==> src/rtl/debounce_pkg.sv <==
// Shared types and width helpers for the multi-channel debouncer.
package debounce_pkg;

  typedef enum logic {
    STABLE  = 1'b0,
    PENDING = 1'b1
  } chan_state_e;

  // Prescaler width; CLK_DIV is at least 2 so this is always >= 1 bit.
  function automatic int presc_width(input int clk_div);
    if (clk_div <= 2) begin
      return 1;
    end else begin
      return $clog2(clk_div);
    end
  endfunction

  // Counter width; cnt never exceeds stable_cnt-1.
  function automatic int cnt_width(input int stable_cnt);
    if (stable_cnt <= 1) begin
      return 1;
    end else begin
      return $clog2(stable_cnt + 1);
    end
  endfunction

endpackage

==> src/rtl/debounce_channel.sv <==
// One debounced input: two-flop synchroniser, agreement counter, clean level and edge strobes.
module debounce_channel
  import debounce_pkg::*;
#(
  parameter int   STABLE_CNT  = 4,
  parameter logic RESET_LEVEL = 1'b0
) (
  input  logic clk,
  input  logic rst,
  input  logic i_en,
  input  logic i_tick,
  input  logic i_din,
  output logic o_dout,
  output logic o_rise,
  output logic o_fall,
  output logic o_strobe_nxt
);

  localparam int            CW       = cnt_width(STABLE_CNT);
  localparam logic [CW-1:0] CNT_LAST = CW'(STABLE_CNT - 1);

  logic          r_s1;
  logic          r_s2;
  logic [CW-1:0] r_cnt;
  chan_state_e   r_state;
  logic          r_dout;
  logic          r_rise;
  logic          r_fall;

  logic [CW-1:0] w_cnt_nxt;
  chan_state_e   w_state_nxt;
  logic          w_dout_nxt;
  logic          w_rise_nxt;
  logic          w_fall_nxt;

  // Two-stage synchroniser for the asynchronous raw input.
  always_ff @(posedge clk or posedge rst) begin
    if (rst) begin
      r_s1 <= RESET_LEVEL;
      r_s2 <= RESET_LEVEL;
    end else begin
      r_s1 <= i_din;
      r_s2 <= r_s1;
    end
  end

  // Agreement counter: a level is accepted only after STABLE_CNT consecutive differing ticks.
  always_comb begin
    w_cnt_nxt   = r_cnt;
    w_state_nxt = r_state;
    w_dout_nxt  = r_dout;
    w_rise_nxt  = 1'b0;
    w_fall_nxt  = 1'b0;
    if (!i_en) begin
      w_cnt_nxt   = '0;
      w_state_nxt = STABLE;
    end else if (i_tick) begin
      if (r_s2 == r_dout) begin
        w_cnt_nxt   = '0;
        w_state_nxt = STABLE;
      end else if (r_cnt == CNT_LAST) begin
        w_dout_nxt  = r_s2;
        w_rise_nxt  = r_s2;
        w_fall_nxt  = ~r_s2;
        w_cnt_nxt   = '0;
        w_state_nxt = STABLE;
      end else begin
        w_cnt_nxt   = r_cnt + CW'(1);
        w_state_nxt = PENDING;
      end
    end else begin
      w_cnt_nxt   = r_cnt;
      w_state_nxt = r_state;
    end
  end

  // Channel state, clean level and one-clock strobes.
  always_ff @(posedge clk or posedge rst) begin
    if (rst) begin
      r_cnt   <= '0;
      r_state <= STABLE;
      r_dout  <= RESET_LEVEL;
      r_rise  <= 1'b0;
      r_fall  <= 1'b0;
    end else begin
      r_cnt   <= w_cnt_nxt;
      r_state <= w_state_nxt;
      r_dout  <= w_dout_nxt;
      r_rise  <= w_rise_nxt;
      r_fall  <= w_fall_nxt;
    end
  end

  assign o_dout       = r_dout;
  assign o_rise       = r_rise;
  assign o_fall       = r_fall;
  assign o_strobe_nxt = w_rise_nxt | w_fall_nxt;

endmodule

==> src/rtl/multi_debouncer.sv <==
// Multi-channel debouncer: shared sample prescaler, per-channel debounce, combined change strobe.
module multi_debouncer
  import debounce_pkg::*;
#(
  parameter int   CHANNELS    = 2,
  parameter int   CLK_DIV     = 100,
  parameter int   STABLE_CNT  = 4,
  parameter logic RESET_LEVEL = 1'b0
) (
  input  logic                clk,
  input  logic                rst,
  input  logic                en,
  input  logic [CHANNELS-1:0] din,
  output logic [CHANNELS-1:0] dout,
  output logic [CHANNELS-1:0] rise,
  output logic [CHANNELS-1:0] fall,
  output logic                changed,
  output logic                sample_tick
);

  localparam int            PW        = presc_width(CLK_DIV);
  localparam logic [PW-1:0] PRESC_TOP = PW'(CLK_DIV - 1);

  logic [PW-1:0]       r_presc;
  logic                r_tick;
  logic                r_changed;
  logic [PW-1:0]       w_presc_nxt;
  logic [CHANNELS-1:0] w_strobe_nxt;

  // Prescaler next value; held at zero while disabled.
  always_comb begin
    w_presc_nxt = r_presc;
    if (!en) begin
      w_presc_nxt = '0;
    end else if (r_presc == PRESC_TOP) begin
      w_presc_nxt = '0;
    end else begin
      w_presc_nxt = r_presc + PW'(1);
    end
  end

  // Tick is registered from the next count so it is high exactly while the count sits at the top.
  always_ff @(posedge clk or posedge rst) begin
    if (rst) begin
      r_presc   <= '0;
      r_tick    <= 1'b0;
      r_changed <= 1'b0;
    end else begin
      r_presc   <= w_presc_nxt;
      r_tick    <= en & (w_presc_nxt == PRESC_TOP);
      r_changed <= |w_strobe_nxt;
    end
  end

  for (genvar g = 0; g < CHANNELS; g++) begin : g_ch
    debounce_channel #(
      .STABLE_CNT  (STABLE_CNT),
      .RESET_LEVEL (RESET_LEVEL)
    ) u_ch (
      .clk          (clk),
      .rst          (rst),
      .i_en         (en),
      .i_tick       (r_tick),
      .i_din        (din[g]),
      .o_dout       (dout[g]),
      .o_rise       (rise[g]),
      .o_fall       (fall[g]),
      .o_strobe_nxt (w_strobe_nxt[g])
    );
  end

  assign sample_tick = r_tick;
  assign changed     = r_changed;

endmodule

==> config.mk <==
export PLATFORM = sky130hd
export DESIGN_NAME = multi_debouncer
export DESIGN_NICKNAME = d
export VERILOG_FILES = /design/src/rtl/debounce_pkg.sv /design/src/rtl/debounce_channel.sv /design/src/rtl/multi_debouncer.sv
export SDC_FILE = /design/constraint.sdc
export NUM_CORES = 1
export LEC_CHECK = 0
export BUFFER_PORTS_ARGS = -buffer_cell sky130_fd_sc_hd__buf_4
export CORE_MARGIN = 3
export CORE_UTILIZATION = 25
export DETAILED_ROUTE_END_ITERATION = 6
export PLACE_DENSITY_LB_ADDON = 0.05
export SLEW_MARGIN = 20
export SYNTH_ARGS = -nofsm -noshare
export SYNTH_HDL_FRONTEND = slang
export SYNTH_SLANG_ARGS = --single-unit
export TNS_END_PERCENT = 5
==> constraint.sdc <==
create_clock -name clk -period 1.38 [get_ports clk]
set_input_delay 0.276 -clock clk [delete_from_list [all_inputs] [get_ports clk]]
set_output_delay 0.276 -clock clk [all_outputs]
set_load 0.02 [all_outputs]
; ---- After elaboration in Yosys (flattened, before gate mapping)
; Index checks and enable logic that the tools add are counted.
[totals]
register_bits = 25
inputBits = 5
output_inout_bits = 8
elab_cells = 61
[op_classes]
n_addsub = 3
n_eq_ne = 7
mux = 26
bitwise_logic = 7
n_reduce_logical = 3
[ops]
columns = cell, n
row1 = $mux 3, 8
row2 = $mux 1, 16
row3 = $eq 7x7->1 const B, 2
row4 = $mux 7, 2
row5 = $reduce_and 4->1, 2
row6 = $add 7x1->7 const B, 1
row7 = $add 3x1->3 const B, 2
row8 = $eq 3x2->1 const B, 2
row9 = $not 1->1, 4
row10 = $eq 1x1->1, 2
row11 = $ne 2x1->1 const B, 1
row12 = $or 1x1->1, 2
row13 = $reduce_or 2->1, 1
row14 = $and 1x1->1, 1

; ---- Depth between registers and ports, before layout
[depth]
ltp_word = 7
mapped_depth = 5
depth_no_buf = 5

; ---- Modules after synthesis
; A second synthesis with hierarchy kept.
[unflattened]
cells_unflattened = 92
area_unflattened_um2 = 1098.6
[modules_own_cells]
columns = module, instances, cells_per_inst, area_each_um2, seq_area_each_um2
row1 = debounce_channel, 2, 26, 334.1, 200.2
row2 = multi_debouncer, 1, 40, 430.4, 225.2

; ---- Worst setup path after synthesis
; Ideal clock, no wire load.
[synth_timing]
path_type = flip-flop to flip-flop
start = register r_presc[0]
end = register r_tick (netlist: sample_tick)
setup_ns = 0.130
arrival_ns = 1.239
t_required_ns = 1.250
path_slack_ns = 0.012
path_stages_with_launch = 6
path_buffers = 0
period_less_slack_ns = 1.368
cell_sequence = dfrtp_1 ha_1 nand2_1 o41ai_4 nor2_2 nor4b_2
[synth_between]
elab_chain_len = 5
word_cells_on_any_way = 6
classes_between = add/sub (1) / eq/ne (2) / mux (2) / bitwise (1)
[synth_lines]
columns = item, line
row1 = "start, declared", multi_debouncer.sv:24  ; logic [PW-1:0] r_presc;
row2 = "start signal, assigned", multi_debouncer.sv:49  ; r_presc <= w_presc_nxt;
row3 = $add 7x1->7 / $eq 7x7->1 (equally long branches), "multi_debouncer.sv:38, multi_debouncer.sv:35"
row4 = $mux 7 *, multi_debouncer.sv:35  ; end else if (r_presc == PRESC_TOP) begin
row5 = $mux 7 *, multi_debouncer.sv:33  ; if (!en) begin
row6 = net w_presc_nxt[0], multi_debouncer.sv:27  ; logic [PW-1:0] w_presc_nxt;
row7 = $eq 7x7->1 *, multi_debouncer.sv:50  ; r_tick <= en & (w_presc_nxt == PRESC_TOP);
row8 = $and 1x1->1 *, multi_debouncer.sv:50
row9 = "end signal, assigned", multi_debouncer.sv:50
row10 = "end, declared", multi_debouncer.sv:25  ; logic r_tick;
; Mark *: on every way through the listed nets, which the timed path passes. The rest lies on a longest branch.
; A chain may end at the register's enable or synchronous reset.

; ---- Worst setup path in the final report
[layout_timing]
start = register g_ch[1].u_ch.r_cnt[0]
end = register g_ch[1].u_ch.r_dout
[layout_between]
elab_chain_len = 2
[layout_lines]
columns = item, line
row1 = "start, declared", debounce_channel.sv:24  ; logic [CW-1:0] r_cnt;
row2 = "start signal, assigned", debounce_channel.sv:86  ; r_cnt <= w_cnt_nxt;
row3 = $eq 3x2->1, debounce_channel.sv:61  ; end else if (r_cnt == CNT_LAST) begin
row4 = $reduce_and 4->1 (no line), --
row5 = "end signal, assigned", debounce_channel.sv:88  ; r_dout <= w_dout_nxt;
row6 = "end, declared", debounce_channel.sv:26  ; logic r_dout;
; Every way passes these cells.

==> results_tabular.tex <==
\begin{tabular}{lr}
\hline
Metric & Value \\
\hline
\multicolumn{2}{l}{\textbf{Worst setup path}} \\
\quad Largest stage delay on the critical path & $\sim$0.4 ns \\
\quad CP Data Arrival Time & 1.47 ns \\
\quad Cells along the critical path & ha\_2 > nor2b\_2 > nand3\_1 > mux2\_2 \\
\quad CP max stage cell & sky130\_fd\_sc\_hd\_\_dfrtp\_1 \\
\quad Critical path class & reg -> reg \\
\quad Critical path endpoint category & flip-flop \\
\quad Startpoint types & flip-flop \\
\quad Required time at the worst-slack endpoint & about 1.5 ns \\
\quad CP Buf/Inv Count & 0 \\
\quad Highest fanout seen on the critical path & 2 \\
\quad Top cell family by delay on the critical path & flip-flops \\
\multicolumn{2}{l}{\textbf{Clock network}} \\
\quad Post-CTS Repair Setup Buffers & 0 \\
\quad Clock buffers created by TritonCTS & 3 \\
\quad TritonCTS clock tree & done \\
\quad CTS hold repair buffers & 0 \\
\quad Number of H-tree levels & 1 \\
\quad Number of sinks driven by the clock tree & 25 \\
\quad Clock insertion delay at the later pin of the skew report & 0.27 ns \\
\quad Clk pin slew, worst setup/hold paths & 0.09 ns \\
\quad Clock tree root driver cell & sky130\_fd\_sc\_hd\_\_clkbuf\_8 \\
\quad Maximum root-to-sink buffer count & 2 \\
\multicolumn{2}{l}{\textbf{Drt}} \\
\quad Via count & 707 \\
\quad WL final & 2001 um \\
\quad Pre-antenna DRT Iters & 4 \\
\quad Antenna violation net count after detailed routing & 0 \\
\quad Mean number of vias per cell & 4.447 \\
\quad DRC errors left & 0 \\
\quad Detail-routed net length per standard cell & 12.58 um \\
\quad First-iteration detailed-routing DRC count & 31 \\
\multicolumn{2}{l}{\textbf{Placed design}} \\
\quad Post-Place Worst Slack & $\sim$0.034 ns \\
\quad Buffers on Ports & 12 \\
\quad Gp weighted congestion & 0.6885 \\
\quad Detail Placement HPWL & 1439 um \\
\quad Placed cells & 155 \\
\multicolumn{2}{l}{\textbf{Cells and area}} \\
\quad Syn-to-layout area delta & 22.52\% \\
\quad Multi-input gate area in the final layout & 462.9 um\^{}2 \\
\quad Number of non-filler instances in the completed layout & approximately 160 \\
\quad Fraction of layout instances using a drive strength above 1 & 41.28\% \\
\quad Area taken by flip-flops and latches & 625.6 um\^{}2 \\
\quad Fill cell total of the finished layout & 434 \\
\quad ANT cells & 0 \\
\quad Final net count & 118 \\
\multicolumn{2}{l}{\textbf{STA}} \\
\quad Fin. max-slew vios & 0 \\
\quad Clk\_skew & 0.003852 ns \\
\quad Slew of the pin with the lowest slew margin & 0.3284 ns \\
\quad Final WS setup & a little over 0.07 ns \\
\quad Setup\_tns & 0 ns \\
\quad Max-slew headroom at the worst pin & approximately four fifths \\
\quad Peak clock frequency supported by timing & 0.7647 GHz \\
\quad Final number of setup-violating endpoints & 0 \\
\quad Final Hold Viols & 0 \\
\quad Final critical-path share of the clock period & 94.77\% \\
\quad Setup repair after global routing missed its margin & no \\
\quad Time the worst path needs with I/O delays and setup & about 1.3 ns \\
\multicolumn{2}{l}{\textbf{Synthesis}} \\
\quad Yosys synthesis warning count & 0 \\
\quad Register bit total from synthesis & 25 \\
\quad Post-synthesis area per instance & 12.21 um\^{}2 \\
\quad Mapped Area & 1111 um\^{}2 \\
\quad Synthesized net count & 99 \\
\quad Seq/Total Area, Yosys & a little under three fifths \\
\quad Unique masters post-synth & 26 \\
\quad Post-Synthesis Cells & between 90 and 100 \\
\multicolumn{2}{l}{\textbf{Global route}} \\
\quad Total overflow reported by the global router & 0 \\
\quad Global-route wire length before repair & 3387 um \\
\quad Total global routing track utilization & 8.317\% \\
\quad Initial antenna violation count & 0 \\
\quad Number of global-route vias before repair & 699 \\
\quad Pin count of the biggest net entering global routing & 26 \\
\multicolumn{2}{l}{\textbf{Pwr}} \\
\quad Static leakage power & a little over 0.6 nW \\
\quad Highest ir drop seen on vdd & around 0.00054 V \\
\quad Power per cell area & 951.1 nW/um\^{}2 \\
\multicolumn{2}{l}{\textbf{Floorplanning}} \\
\quad Placement Rows & 23 \\
\quad Die Footprint & 5280 um\^{}2 \\
\quad I/O pin total & 13 \\
\quad Area of the core & 4144 um\^{}2 \\
\quad DIE HEIGHT & $\sim$73 um \\
\quad Starting Density & 26.81\% \\
\quad Die width & about 73 um \\
\multicolumn{2}{l}{\textbf{Worst hold path}} \\
\quad Min-delay worst type & in -> async \\
\multicolumn{2}{l}{\textbf{Run}} \\
\quad Count of maximum capacitance violations & 0 \\
\multicolumn{2}{l}{\textbf{Status}} \\
\quad Result of the run & finished, final reports clean \\
\hline
\end{tabular}
-- where the power goes --
part,total [W],internal [W],switching [W]
sequential,0.000753,0.000745,0.00000854
clock,0.000450,0.000205,0.000245
combinational,0.0000913,0.0000438,0.0000476
total,0.00129,0.000993,0.000301
-- cells by family after synthesis --
logic type	Yosys count	synth area share [%]
flops	25	56.31
mux	4	4.054
compound gates	10	7.546
simple gates	35	19.14
fa+ha+maj	3	3.379
buf+inv	8	4.841
xor+xnor	6	4.730
-- path summary, 6_finish.rpt --
path / start / endpoint / slack [ns] / cells past startpoint
worst min register to register: g_ch[1].u_ch.r_s1 / g_ch[1].u_ch.r_s2 / 0.35 / 0
max in group asynchronous: rst / r_presc[2] / 1.08 / 3
worst max-delay path: g_ch[1].u_ch.r_cnt[0] / g_ch[1].u_ch.o_dout / 0.07 / 4
worst max register to register: g_ch[1].u_ch.r_cnt[0] / g_ch[1].u_ch.o_dout / 0.07 / 4
worst min-delay path: rst / g_ch[1].u_ch.r_s2 / 0.05 / 3
min in group clk: din[0] / g_ch[0].u_ch.r_s1 / 0.10 / 1
-- layout by cell type, fill, tap and decap left out, types with 2 or more instances in the layout --
cell type | synthesis | layout
sky130_fd_sc_hd__and3_1 | 2 | 2
sky130_fd_sc_hd__nor2_1 | 5 | 4
sky130_fd_sc_hd__nand3_1 | 5 | 5
sky130_fd_sc_hd__buf_4 | 6 | 21
sky130_fd_sc_hd__nor3b_1 | 4 | 2
sky130_fd_sc_hd__nor3_1 | 2 | 2
sky130_fd_sc_hd__nor2_2 | 2 | 3
sky130_fd_sc_hd__ha_2 | 0 | 3
sky130_fd_sc_hd__nand2_1 | 4 | 3
sky130_fd_sc_hd__a22o_1 | 2 | 2
sky130_fd_sc_hd__clkbuf_8 | 0 | 3
sky130_fd_sc_hd__nor3b_2 | 0 | 2
sky130_fd_sc_hd__and2_1 | 4 | 4
sky130_fd_sc_hd__xnor2_1 | 6 | 6
sky130_fd_sc_hd__dfrtp_1 | 25 | 25
sky130_fd_sc_hd__nor2b_2 | 0 | 2
sky130_fd_sc_hd__o21ai_0 | 3 | 3
sky130_fd_sc_hd__mux2_2 | 4 | 4
-- cell usage after synthesis, drive strengths merged --
master  count  area, um^2
or3         1       6.260
nor3b       4       30.03
a21o        1       7.510
nand2       4       15.01
buf         6       45.04
xnor2       6       52.55
nor2        7       31.28
and3        2       12.51
ha          3       37.54
and2        4       25.02
nand3       6       35.03
a21oi       2       10.01
dfrtp      25       625.6
inv         1       3.750
o21ai       3       15.01
mux2        4       45.04
nand2b      1       13.76
nor4b       1       15.01
nor3        2       10.01
a22o        2       17.52
nor2b       3       18.77
o22ai       1       6.260
o41ai       1       27.53
clkbuf      1       5.000
-- sequential cells by signal, summed over array words and instances (netlist names) --
register	count
r_presc	7
g_ch.u_ch.r_cnt	6
g_ch.u_ch.o_dout	2
g_ch.u_ch.o_fall	2
g_ch.u_ch.o_rise	2
g_ch.u_ch.r_s1	2
g_ch.u_ch.r_s2	2
changed	1
sample_tick	1
-- what timing repair did --
action                                  in CTS  in global routing
pin swaps                                    0                  0
resized for setup                            1                  9
endpoints found under the setup margin       1                  9
-- layout make-up --
class | count | area share, %
clock inverters | 1 | 0.5515
multi-input cells | 58 | 34.01
inverters | 1 | 0.2757
clock buffers | 3 | 3.033
repair buffers | 21 | 11.58
flip-flops and latches | 25 | 45.96
well taps | 50 | 4.596
-- stage by stage --
step / power [W] / cell area (um^2) / util [%] / hold WS (ns)
4_1_cts: 0.001323 / 1333 / 32.16 / 0.05995
3_3_place_gp: 0.0008596 / 1281 / 30.92 / 0.3320
5_1_grt: 0.001373 / 1361 / 32.85 / 0.07839
2_1_floorplan: 0.0008180 / 1111 / - / 0.3033
6_report: 0.001295 / 1361 / 32.85 / 0.05226
3_5_place_dp: 0.0008591 / 1281 / 30.92 / 0.3356
-- metal layers --
| metal | vias up | share of wire, % | GRT usage (%) |
|---|---|---|---|
| li1 | 344 | - | - |
| met1 | 351 | 46 | 10.82 |
| met5 | - | 0 | 0 |
| met4 | 0 | 0.65 | 1.230 |
| met2 | 10 | 49 | 13.53 |
| met3 | 2 | 4.2 | 3.030 |
-- worst register-to-register path: stages, from the launching register on --
cell                      delay, ns
sky130_fd_sc_hd__dfrtp_1       0.40
sky130_fd_sc_hd__ha_2          0.19
sky130_fd_sc_hd__nor2b_2       0.15
sky130_fd_sc_hd__nand3_1       0.11
sky130_fd_sc_hd__mux2_2        0.34
(Power assumes the default switching activity.)
